[src/rtl/ram_block_copy.sv]
// rtl/ram_block_copy.sv - pipelined block-copy engine driving a dual-port synchronous RAM
//
// Reads a source window through RAM port A and writes it to a destination window
// through RAM port B, one word per clock. The read of word k and the write of
// word k-1 share a cycle; din_b is the RAM's registered read data passed straight through.
//
// Ports:
//   clk, rst                  clock; asynchronous active-high reset
//   start                     request, sampled only while idle
//   src_addr, dst_addr, len   transfer window, captured on an accepted start
//   busy, done, ovl_err       status: in progress, one-cycle end pulse, sticky overlap refusal
//   cs                        RAM chip select (active-low), low while busy
//   addr_a, oe_a, we_a        RAM port A (read side); we_a tied low
//   rd_data                   RAM port A registered read data
//   addr_b, din_b, we_b, oe_b RAM port B (write side); oe_b tied low
//   checksum                  XOR of words written in the current transfer
//
// Optional feature macro: BLOCK_COPY_CHECKSUM_EN builds the checksum accumulator;
// without it checksum is tied to zero.

module ram_block_copy #(
    parameter int DATA_WIDTH = 8,
    parameter int ADDR_WIDTH = 16,
    parameter int LEN_WIDTH  = 16
) (
    input  logic                  clk,
    input  logic                  rst,
    input  logic                  start,
    input  logic [ADDR_WIDTH-1:0] src_addr,
    input  logic [ADDR_WIDTH-1:0] dst_addr,
    input  logic [LEN_WIDTH-1:0]  len,
    output logic                  busy,
    output logic                  done,
    output logic                  ovl_err,
    output logic                  cs,
    output logic [ADDR_WIDTH-1:0] addr_a,
    output logic                  oe_a,
    output logic                  we_a,
    input  logic [DATA_WIDTH-1:0] rd_data,
    output logic [ADDR_WIDTH-1:0] addr_b,
    output logic [DATA_WIDTH-1:0] din_b,
    output logic                  we_b,
    output logic                  oe_b,
    output logic [DATA_WIDTH-1:0] checksum
);

    // Wide enough to hold src+len without wrapping.
    localparam int CW = ((ADDR_WIDTH > LEN_WIDTH) ? ADDR_WIDTH : LEN_WIDTH) + 1;

    typedef enum logic [1:0] {
        S_IDLE  = 2'd0,
        S_RUN   = 2'd1,
        S_DRAIN = 2'd2,
        S_FIN   = 2'd3
    } state_t;

    state_t                r_state;
    state_t                w_next;

    logic [ADDR_WIDTH-1:0] r_addr_a;
    logic [ADDR_WIDTH-1:0] r_addr_b;
    logic [ADDR_WIDTH-1:0] r_offset;
    logic [LEN_WIDTH-1:0]  r_remain;
    logic                  r_oe_a;
    logic                  r_we_b;
    logic                  r_ovl_err;

    logic [CW-1:0]         w_src_ext;
    logic [CW-1:0]         w_dst_ext;
    logic [CW-1:0]         w_end_ext;
    logic                  w_overlap;
    logic                  w_start_idle;
    logic                  w_go;
    logic                  w_last;

    // A forward copy into a destination that starts inside the source window
    // would overwrite words before they are read, so such requests are refused.
    assign w_src_ext    = CW'(src_addr);
    assign w_dst_ext    = CW'(dst_addr);
    assign w_end_ext    = w_src_ext + CW'(len);
    assign w_overlap    = (w_src_ext < w_dst_ext) && (w_dst_ext < w_end_ext);

    assign w_start_idle = (r_state == S_IDLE) && start;
    assign w_go         = w_start_idle && (len != '0) && !w_overlap;
    assign w_last       = (r_remain == LEN_WIDTH'(1));

    always_ff @(posedge clk or posedge rst) begin
        if (rst) begin
            r_state <= S_IDLE;
        end else begin
            r_state <= w_next;
        end
    end

    always_comb begin
        w_next = r_state;
        case (r_state)
            S_IDLE: begin
                if (start) begin
                    w_next = w_go ? S_RUN : S_FIN;
                end
            end
            S_RUN: begin
                if (w_last) begin
                    w_next = S_DRAIN;
                end
            end
            S_DRAIN: w_next = S_FIN;
            S_FIN:   w_next = S_IDLE;
            default: w_next = S_IDLE;
        endcase
    end

    always_ff @(posedge clk or posedge rst) begin
        if (rst) begin
            r_addr_a  <= '0;
            r_addr_b  <= '0;
            r_offset  <= '0;
            r_remain  <= '0;
            r_oe_a    <= 1'b0;
            r_we_b    <= 1'b0;
            r_ovl_err <= 1'b0;
        end else begin
            // Write stage trails the read stage by exactly one cycle.
            r_we_b <= r_oe_a;
            if (r_oe_a) begin
                r_addr_b <= r_addr_a + r_offset;
            end

            if (w_start_idle) begin
                r_ovl_err <= w_overlap;
            end

            if (w_go) begin
                r_oe_a   <= 1'b1;
                r_addr_a <= src_addr;
                r_offset <= dst_addr - src_addr;
                r_remain <= len;
            end else if (r_state == S_RUN) begin
                if (w_last) begin
                    r_oe_a <= 1'b0;
                end else begin
                    r_addr_a <= r_addr_a + ADDR_WIDTH'(1);
                    r_remain <= r_remain - LEN_WIDTH'(1);
                end
            end
        end
    end

`ifdef BLOCK_COPY_CHECKSUM_EN
    logic [DATA_WIDTH-1:0] r_checksum;

    // A refused request leaves the previous transfer's checksum in place.
    always_ff @(posedge clk or posedge rst) begin
        if (rst) begin
            r_checksum <= '0;
        end else if (w_start_idle && !w_overlap) begin
            r_checksum <= '0;
        end else if (r_we_b) begin
            r_checksum <= r_checksum ^ rd_data;
        end
    end

    assign checksum = r_checksum;
`else
    assign checksum = '0;
`endif

    assign busy    = (r_state == S_RUN) || (r_state == S_DRAIN);
    assign done    = (r_state == S_FIN);
    assign cs      = !busy;
    assign ovl_err = r_ovl_err;
    assign addr_a  = r_addr_a;
    assign oe_a    = r_oe_a;
    assign we_a    = 1'b0;
    assign addr_b  = r_addr_b;
    assign din_b   = rd_data;
    assign we_b    = r_we_b;
    assign oe_b    = 1'b0;

endmodule

[config.mk]
export PLATFORM = sky130hd
export DESIGN_NAME = ram_block_copy
export DESIGN_NICKNAME = d
export VERILOG_FILES = /design/src/rtl/ram_block_copy.sv
export SDC_FILE = /design/constraint.sdc
export NUM_CORES = 1
export LEC_CHECK = 0
export CORE_MARGIN = 3
export CORE_UTILIZATION = 35
export CTS_CLUSTER_SIZE = 40
export DETAILED_ROUTE_END_ITERATION = 8
export GPL_TIMING_DRIVEN = 1
export SETUP_SLACK_MARGIN = 0.2
export SYNTH_ARGS = -nofsm -noshare
export SYNTH_HDL_FRONTEND = slang
export SYNTH_SLANG_ARGS = --single-unit
[constraint.sdc]
create_clock -name clk -period 3.1 [get_ports clk]
set_input_delay 0.465 -clock clk [delete_from_list [all_inputs] [get_ports clk]]
set_output_delay 0.465 -clock clk [all_outputs]
set_load 0.005 [all_outputs]
==> results.yml, run 1 <==
run_status:
  status: "finished with violations"
  violations: "negative setup slack"
synth:
  synth_xor_area_share_pct: 9.21
  synth_edf_count: 0
  synth_area_mm2: 0.00599
  synth_warnings: 0
  yosysUniqueCellTypes: 70
  synth-simple-area-share_pct: 13.6
  synthFlopType: "dfrtp_1"
  yosysSeqAreaShare_pct: 28.8
  yosys-mux-area-fraction_pct: 10.8
  synthArstFlopShare_pct: 100
  syn_inst: 624
  ys_seq_elements: 69
  synth-compound-area-share_pct: 14.8
  synth_adder_area_share_pct: 15.6
  avgSynthCellArea_um2: 9.60
  synth_top_family_by_area: "adder cells"
worst_setup_path:
  end_kind: "flop"
  crit_family: "compound AO/OA/AOI/OAI gates"
  worstPathCellList: "buf_8 > ha_4 > fa_2 > a211o_1 > o211ai_2 > a211oi_2 > o31ai_2 > nand2b_1 > a21oi_2 > xor2_1 > ha_1 > a21o_1 > a21o_1 > a21oi_2 > o211ai_1 > a221o_1 > o211ai_2 > a21oi_4 > buf_6 > buf_6 > buf_16 > buf_12 > buf_6 > mux2i_1"
  r2r.worst_path.cells: 9
  crit_type: "input pin to flop"
  cp.required_ns: 3.33
  r2r_setup_slack_ns: 0.38
  worst-path-stages: 24
  cp_slowest_cell: "fa_2"
  cp.arrival_ns: 4.40
  worstPathMaxFanout: 8
  cpPeakStageDelay_ns: 0.35
  cp_common_cell: "buf_6"
  worst_setup_path_start_kind: "input pin"
  critical_path_buf_inv_count: 6
timing:
  layout_setup_ws_ns: -1.08
  max_slew_margin_pct: 45.1
  grt_setup_unrepaired: "yes"
  period_needed_ns: 4.18
  hold_viol: 0
  fin_crit_sh_pct: 135
  finClkSkew_ns: 0.00671
  finalSetupViolations: 51
  max_freq_mhz: 239
  finalMaxSlewViolations: 0
  tightest_slew_ns: 0.817
power:
  power.density_mw_per_mm2: 842
  power_mw: 7.41
  p_leak_nw: 4.08
  ir_worst_vdd_mv: 0.430
grt:
  top_usage_layer: "met2"
  grt_max_degree: 28
  met3_usage_pct: 3.38
  use_met1_pct: 22.3
  grt_usage_pct: 18.2
  grtUsageMet2_pct: 31.5
  grt_pass1_vias: 5612
  antenna_found_initial: 0
  grt_pass1_wl_um: 26900
  grt_overflow: 0
clock_tree:
  cts_sinks: 69
  cts_hold_buffers: 0
  htreeDepth: 3
  clockBufferDepth: 2
  cts_tree: "done"
  cts-root-buf: "clkbuf_16"
  cts_buffers: 9
  clock_latency_ns: 0.35
  clkTransAtPathRegs_ns: 0.06
layout:
  area_growth_pct: 46.8
  fin_area_mm2: 0.00880
  nets: 982
  fill_cells: 1470
  drive_above_1_share_pct: 29.9
  instances_no_fill: 1075
  antennaDiodeCount: 0
die:
  die_area_mm2: 0.0187
  rows: 47
  start_util_pct: 36.0
  die_h_um: 137
  num_io_pins: 115
  core_area_mm2: 0.0166
  fp.dieW_um: 137
drt:
  avgViaCountPerCell: 5.07
  drt_iter0_drc: 226
  wirelength_um: 16900
  dr.pass1.iters: 5
  vias: 5448
  drc: 0
  antenna_left: 0
  wire_per_inst_um: 15.7
placed_design:
  finalWeightedCongestion: 0.875
  port_buffers: 88
  dp_worst_setup_slack_ns: -1.65
  postPlaceCellArea_mm2: 0.00802
  dp_hpwl_um: 13100
  dp_cells: 1037
job:
  maxCapViolations: 0
min_path:
  hp-class: "input pin to async pin"
[path summary, 6_finish.rpt]
path | startpoint | to
max | len[0] | r_offset[0]
min in group clk | src_addr[0] | addr_a[0]
min reg2reg | addr_b[5] | addr_b[5]
max reg2reg | addr_a[1] | addr_b[15]
max in group asynchronous | rst | r_offset[3]
min | rst | addr_b[0]
[sequential cells by signal, indices dropped and copies added (netlist names)]
register	count
addr_a	16
addr_b	16
oe_a	1
ovl_err	1
r_offset	16
r_remain	16
r_state	2
we_b	1
[cell families (layout without fill, tap and decap cells)]
family,count (synthesis),after routing
AO/OA/AOI/OAI,124,124
XOR/XNOR,63,63
adder cells (fa/ha/maj),73,73
buffers and inverters,82,304
flip-flops,69,69
multiplexers,60,60
other,1,10
AND/OR/NAND/NOR,152,152
[layer usage]
metal	share of wire, %	up-vias
met5	0	-
met4	2.8	0
met2	50	164
li1	-	2686
met3	4.9	40
met1	43	2558
[through the flow]
step / util, % / hold WS [ns] / setup TNS (ns)
detailed placement: 48.2 / 0.499 / -81.16
global route: 52.9 / 0.458 / -54.46
finish: 52.9 / 0.428 / -49.98
global placement: 48.2 / 0.489 / -74.95
CTS: 52.5 / 0.435 / -46.96
floorplan: - / 0.394 / -40.76
[what timing repair did]
item / in CTS / in global routing
resized for setup: 88 / 7
setup endpoints to repair: 51 / 53
buffers inserted: 18 / 0
pin swaps: 32 / 4
gates cloned: 3 / 1
[layout make-up]
type,instances,area [um2],share of cell area (%)
tap,220,275,3.13
clock inverter,7,81.3,0.924
multi-input combinational,482,4120,46.9
timing repair buffer,236,2170,24.7
inverter,52,195,2.22
sequential,69,1730,19.6
clock buffer,9,225,2.56
[synthesized netlist by cell type, types with 3 or more instances]
cell type | instances | area share, %
ha_1 | 70 | 15
dfrtp_1 | 69 | 29
inv_1 | 52 | 3.3
a21oi_1 | 32 | 2.7
xor2_1 | 32 | 4.7
xnor2_1 | 31 | 4.5
nor2_1 | 29 | 1.8
nand3_1 | 26 | 2.2
nand2_1 | 25 | 1.6
mux2_1 | 23 | 4.3
mux2i_1 | 21 | 3.5
buf_4 | 19 | 2.4
nor3_1 | 17 | 1.4
o21ai_0 | 17 | 1.4
mux2_2 | 16 | 3.0
a21o_1 | 13 | 1.6
nor4_1 | 10 | 1.0
nand4_1 | 8 | 0.84
nand2b_1 | 7 | 0.73
nor2b_1 | 7 | 0.73
clkbuf_1 | 5 | 0.31
o21a_1 | 5 | 0.63
or3_1 | 5 | 0.52
a211oi_1 | 4 | 0.50
and3_1 | 4 | 0.42
buf_6 | 4 | 0.75
o211ai_1 | 4 | 0.50
o21ai_1 | 4 | 0.33
o21bai_1 | 4 | 0.50
a21boi_0 | 3 | 0.38
and2_1 | 3 | 0.31
fa_1 | 3 | 1.0
o2111ai_1 | 3 | 0.44
o22ai_1 | 3 | 0.31
o31ai_1 | 3 | 0.38
[worst register-to-register path, delay by kind of cell (launching register included)]
kind,cells,cell delay (ns)
adder cells (fa/ha/maj),1,0.34
AND/OR/NAND/NOR,2,0.22
AO/OA/AOI/OAI,6,1.59
flip-flops,1,0.46
[cell usage in the layout (no fill, tap or decap), types with 6 or more instances in the layout]
cell type and count:
buf_4 126, clkdlybuf4s50_1 74, dfrtp_1 69, ha_1 64, inv_1 51, xor2_1 32
xnor2_1 30, nor2_1 28, a21oi_1 27, nand3_1 26, nand2_1 25, mux2_4 24
mux2i_1 21, nor3_1 16, o21ai_0 15, mux2_2 15, a21o_1 13, buf_6 13
nor4_1 10, conb_1 10, clkbuf_16 10, nand4_1 8, nor2b_1 7, nand2b_1 7
dlygate4sd2_1 6
[where the power goes]
group | internal (mW) | switching, mW | leakage [nW]
Sequential | 1.39 | 0.461 | 0.801
Combinational | 2.55 | 1.93 | 3.13
Clock | 0.632 | 0.440 | 0.147
Total | 4.58 | 2.83 | 4.08
No activity file was read; power rests on OpenSTA's default activity.
==> run 2: changes to the inputs <==
- ABC_CLOCK_PERIOD_IN_PS: not set -> 3100
- TNS_END_PERCENT: not set -> 1
==> run 2 against run 1 <==
Against the previous run: the run still ends with negative setup slack left; first-iteration DRC count decreased by 20%; critical path depth decreased by 3; maximum frequency increased by 5.7%; worst hold slack improved by 0.042 ns; cell count decreased by 1.6%; non-clock buffer count decreased by 16; sequential power about the same; cell area decreased by 3.3%; global-route usage decreased by 0.56 points; via count decreased by 3.4%; clock-buffer cell count increased by 2; register-to-register slack improved by 0.04 ns.
==> results.yml, run 2 (synthesis results as in run 1) <==
placed_design:
  port_buffers: 88
  finalWeightedCongestion: 0.852
  dp_worst_setup_slack_ns: -1.63
  dp_hpwl_um: 13200
timing:
  grt_setup_unrepaired: "yes"
  finClkSkew_ns: 0.00758
  finalSetupViolations: 51
  hold_ws_ns: 0.470
  max_slew_margin_pct: 46.0
  fin_crit_sh_pct: 127
  period_needed_ns: 3.95
  layout_setup_ws_ns: -0.850
  finalMaxSlewViolations: 0
  max_freq_mhz: 253
  hold_viol: 0
  tightest_slew_ns: 0.808
layout:
  area_growth_pct: 42.1
  layout_common_cells: "buf_4, clkdlybuf4s50_1, dfrtp_1, ha_1, inv_1"
  fin_util_pct: 51.1
  drive_above_1_share_pct: 26.5
  antennaDiodeCount: 0
  mostFrequentLayoutCell: "buf_4"
  fill_cells: 1478
  nets: 966
drt:
  dr.pass1.iters: 5
  vias: 5263
  wirelength_um: 16300
  antenna_left: 0
  drt_iter0_drc: 181
  drc: 0
  wire_per_inst_um: 15.4
  avgViaCountPerCell: 4.97
worst_setup_path:
  worst_setup_path_start_kind: "input pin"
  worstPathMaxFanout: 8
  crit_family: "compound AO/OA/AOI/OAI gates"
  cp_slowest_cell: "fa_2"
  end_kind: "flop"
  crit_type: "input pin to flop"
  cp.required_ns: 3.32
  cpPeakStageDelay_ns: 0.33
  worstPathCellList: "buf_8 > ha_4 > fa_2 > a211o_1 > o211ai_2 > a211oi_2 > o31ai_2 > nand2b_1 > a21oi_2 > xor2_1 > ha_1 > a21o_1 > a21o_1 > a21oi_1 > o211ai_1 > a221o_1 > o211ai_2 > a21oi_4 > buf_6 > buf_16 > mux2_4"
  cp.arrival_ns: 4.17
  critical_path_buf_inv_count: 3
clock_tree:
  htreeDepth: 3
  cts_tree: "done"
  clock_latency_ns: 0.34
  cts_sinks: 69
  cts_hold_buffers: 0
  cts_buffers: 9
  clockBufferDepth: 2
  cts-root-buf: "clkbuf_16"
  clkTransAtPathRegs_ns: 0.06
die:
  core_area_mm2: 0.0166
  start_util_pct: 36.0
  rows: 47
  fp.dieW_um: 137
  num_io_pins: 115
  die_area_mm2: 0.0187
  die_h_um: 137
run_status:
  status: "finished with violations"
  violations: "negative setup slack"
grt:
  grt_usage_pct: 17.7
  grt_pass1_vias: 5473
  grt_overflow: 0
  grt_max_degree: 36
  antenna_found_initial: 0
  grt_pass1_wl_um: 26200
power:
  power.density_mw_per_mm2: 846
  ir_worst_vdd_mv: 0.481
  p_leak_nw: 3.96
job:
  maxCapViolations: 0
min_path:
  hp-class: "input pin to flop"
## run 2: cell count changes in the layout (fill, tap and decap cells not counted), moves of 3 or more
cell,delta
o21ai_2,-3
buf_4,-10
o21ai_1,+4
a21oi_1,+3
buf_8,-3
## run 2: what timing repair did
action                     in CTS  in global routing
buffers inserted                4                  0
cloned                          3                  0
resized for setup              61                  4
setup endpoints to repair      51                 54
pin swaps                      19                  3
## run 2: per-stage QoR
stage / std cells / setup TNS (ns) / power (mW) / cell area (um2)
final: 1058 / -39.87 / 7.20 / 8510
after global placement: 1036 / -75.18 / 5.82 / 8000
after floorplan: 633 / -40.77 / 4.61 / 6120
after global routing: 1058 / -50.16 / 7.80 / 8510
after detailed placement: 1036 / -79.65 / 5.97 / 8000
after CTS: 1058 / -39.40 / 7.22 / 8500
## run 2: final timing paths
path	start	to	slack [ns]	cells after the start
min	len[0]	r_remain[0]	0.47	3
min reg2reg	addr_b[2]	addr_b[2]	0.50	1
min in group asynchronous	rst	r_offset[3]	0.62	2
max in group asynchronous	rst	r_remain[11]	1.71	3
max	len[0]	r_remain[11]	-0.85	21
max reg2reg	addr_a[1]	addr_b[15]	0.42	9
## run 2: worst register-to-register path: stages, from the launching register on
cell,delay [ns]
dfrtp_1,0.44
ha_1,0.34
a211oi_1,0.32
o21bai_1,0.15
a221o_1,0.32
a41o_1,0.28
o21ai_0,0.28
o211a_1,0.22
nand2_1,0.04
and3_1,0.17
## run 2: metal layers
metal  track usage, %  share of wire (%)  up-vias
met4             4.16                1.4        0
met3             3.27                4.1       16
met5                0                  0        -
li1                 -                  -     2635
met1             21.9                 44     2492
met2             31.7                 50      120
## run 2: layout make-up
class	instances	area (um2)	share of cell area, %
well taps	220	275	3.23
multi-input cells	482	4030	47.4
clock buffers	11	243	2.85
repair buffers	220	1990	23.4
flip-flops and latches	69	1730	20.3
clock inverters	4	48.8	0.573
inverters	52	195	2.29
## run 2: where the power goes
part,switching (mW),internal [mW]
sequential,0.457,1.39
combinational,1.88,2.45
clock,0.389,0.639
==> run 3: changes to the inputs <==
- CELL_PAD_IN_SITES_DETAIL_PLACEMENT: not set -> 0
- CELL_PAD_IN_SITES_GLOBAL_PLACEMENT: not set -> 1
- PLACE_DENSITY_LB_ADDON: not set -> 0.1
==> run 3 against run 2 <==
Against the previous run: the flow still finishes with violations (negative setup slack); die area is the same; worst hold slack lost 0.0069 ns; sequential share of layout area shrank 0.48 points; utilization grew 1.2 points; critical path type unchanged; largest power group unchanged.
==> results.yml, run 3 (synthesis results as in run 1) <==
timing:
  tightest_slew_ns: 0.902
  max_freq_mhz: 247
  finClkSkew_ns: 0.00810
  fin_crit_sh_pct: 131
  grt_setup_unrepaired: "yes"
  final.setup.tns_ns: -43.44
  max_slew_margin_pct: 39.4
  period_needed_ns: 4.06
  layout_setup_ws_ns: -0.956
  finalMaxSlewViolations: 0
  finalSetupViolations: 51
  hold_viol: 0
  hold_ws_ns: 0.463
clock_tree:
  cts-root-buf: "clkbuf_16"
  htreeDepth: 3
  clockBufferDepth: 2
  clkTransAtPathRegs_ns: 0.06
  cts_hold_buffers: 0
  cts_buffers: 9
  cts_tree: "done"
  cts_sinks: 69
  clock_latency_ns: 0.34
grt:
  grt_overflow: 0
  antenna_found_initial: 1
  grt_pass1_vias: 5655
  grt_pass1_wl_um: 27900
  grt_max_degree: 28
  grt_usage_pct: 19.1
worst_setup_path:
  cp.arrival_ns: 4.28
  worst_setup_path_start_kind: "input pin"
  worstPathMaxFanout: 6
  r2r.worst_path.cells: 9
  crit_type: "input pin to flop"
  r2r_end: "addr_b[15]"
  cp.required_ns: 3.32
  end_kind: "flop"
  r2r_setup_slack_ns: 0.39
  rr_startpoint: "addr_a[1]"
die:
  fp.dieW_um: 137
  core_area_mm2: 0.0166
  num_io_pins: 115
  rows: 47
  die_h_um: 137
  start_util_pct: 36.0
  die_area_mm2: 0.0187
layout:
  layout_common_cells: "buf_4, clkdlybuf4s50_1, dfrtp_1, ha_1, inv_1"
  nets: 983
  drive_above_1_share_pct: 28.9
  mostFrequentLayoutCell: "buf_4"
  area_growth_pct: 45.5
  antennaDiodeCount: 0
min_path:
  hold_end: "r_remain[0]"
  hp-class: "input pin to flop"
  holdCritStartpoint: "len[0]"
  min_path_cells: 3
drt:
  drc: 0
  wirelength_um: 17000
  dr.pass1.iters: 4
  antenna_left: 0
  drt_iter0_drc: 153
  avgViaCountPerCell: 4.93
  vias: 5296
  wire_per_inst_um: 15.8
power:
  p_clk_share_pct: 14.6
  intPower_mw: 4.49
  seq_power_share_pct: 25.6
  power.density_mw_per_mm2: 829
  comb_power_share_pct: 59.8
  power.switching_mw: 2.74
  ir_worst_vdd_mv: 0.371
  p_sw_share_pct: 38.0
  p_leak_nw: 4.04
run_status:
  violations: "negative setup slack"
  status: "finished with violations"
placed_design:
  port_buffers: 88
  dp_hpwl_um: 13600
  finalWeightedCongestion: 0.874
  dp_worst_setup_slack_ns: -1.70
job:
  maxCapViolations: 0
## run 3: cell count changes in the layout (fill, tap and decap cells not counted), sizes merged
cell / delta
clkdlybuf4s15: +2
dlygate4sd2: -2
buf: +17
## run 3: repair_timing
action | CTS | global route
gates resized for setup | 79 | 3
buffers inserted | 10 | 0
endpoints found under the setup margin | 51 | 53
pin swaps | 27 | 3
gates cloned | 2 | 0
## run 3: per-layer routing
layer	vias up	part of all wire, %	GRT usage (%)
met1	2521	44	23.9
met5	-	0	0
met3	16	3.1	2.50
li1	2685	-	-
met4	0	1.3	5.43
met2	74	51	34.2
## run 3: worst max-delay path by stage
stage,endpoint,start,slack (ns)
6_report,r_offset[7],src_addr[1],-0.96
3_3_place_gp,addr_a[2],src_addr[0],-1.56
3_5_place_dp,addr_a[3],src_addr[1],-1.70
5_1_grt,r_offset[10],src_addr[3],-1.16
2_1_floorplan,r_offset[2],src_addr[0],-0.86
4_1_cts,r_offset[7],src_addr[1],-0.96
## run 3: critical path, stage by stage
cell,delay (ns)
buf_8,0.10
buf_6,0.11
fa_2,0.38
a211o_1,0.27
o211ai_2,0.09
a211oi_2,0.11
o31ai_2,0.23
nand2b_1,0.10
a21oi_2,0.15
xor2_1,0.15
ha_1,0.26
a21o_1,0.18
a21o_1,0.17
a21oi_1,0.14
o211ai_1,0.12
a221o_1,0.33
o211ai_2,0.12
a21oi_4,0.09
buf_6,0.14
buf_6,0.13
buf_12,0.13
mux2_4,0.29
## run 3: through the flow
step | area, um2 | instances | power [mW] | util [%]
after global placement | 8100 | 1048 | 5.87 | 48.7
after detailed placement | 8100 | 1048 | 6.00 | 48.7
after CTS | 8710 | 1075 | 7.29 | 52.3
after floorplan | 6120 | 633 | 4.61 | -
after global routing | 8720 | 1075 | 7.89 | 52.4
final | 8720 | 1075 | 7.23 | 52.4
## run 3: layout make-up
type                            count  area [um2]
Fill cell                        1532        7920
Clock buffer                       11         243
Clock inverter                      4        48.8
Multi-Input combinational cell    482        4090
Inverter                           52         195
Tap cell                          220         275
Sequential cell                    69        1730
Timing Repair Buffer              237        2140
## run 3: power by group through the flow
| stage | sequential, mW | combinational (mW) | clock (mW) |
|---|---|---|---|
| global route | 1.92 | 4.84 | 1.12 |
| detailed placement | 1.87 | 4.13 | 0 |
| finish | 1.85 | 4.33 | 1.06 |
| floorplan | 1.76 | 2.85 | 0 |
| CTS | 1.85 | 4.35 | 1.09 |
| global placement | 1.84 | 4.03 | 0 |
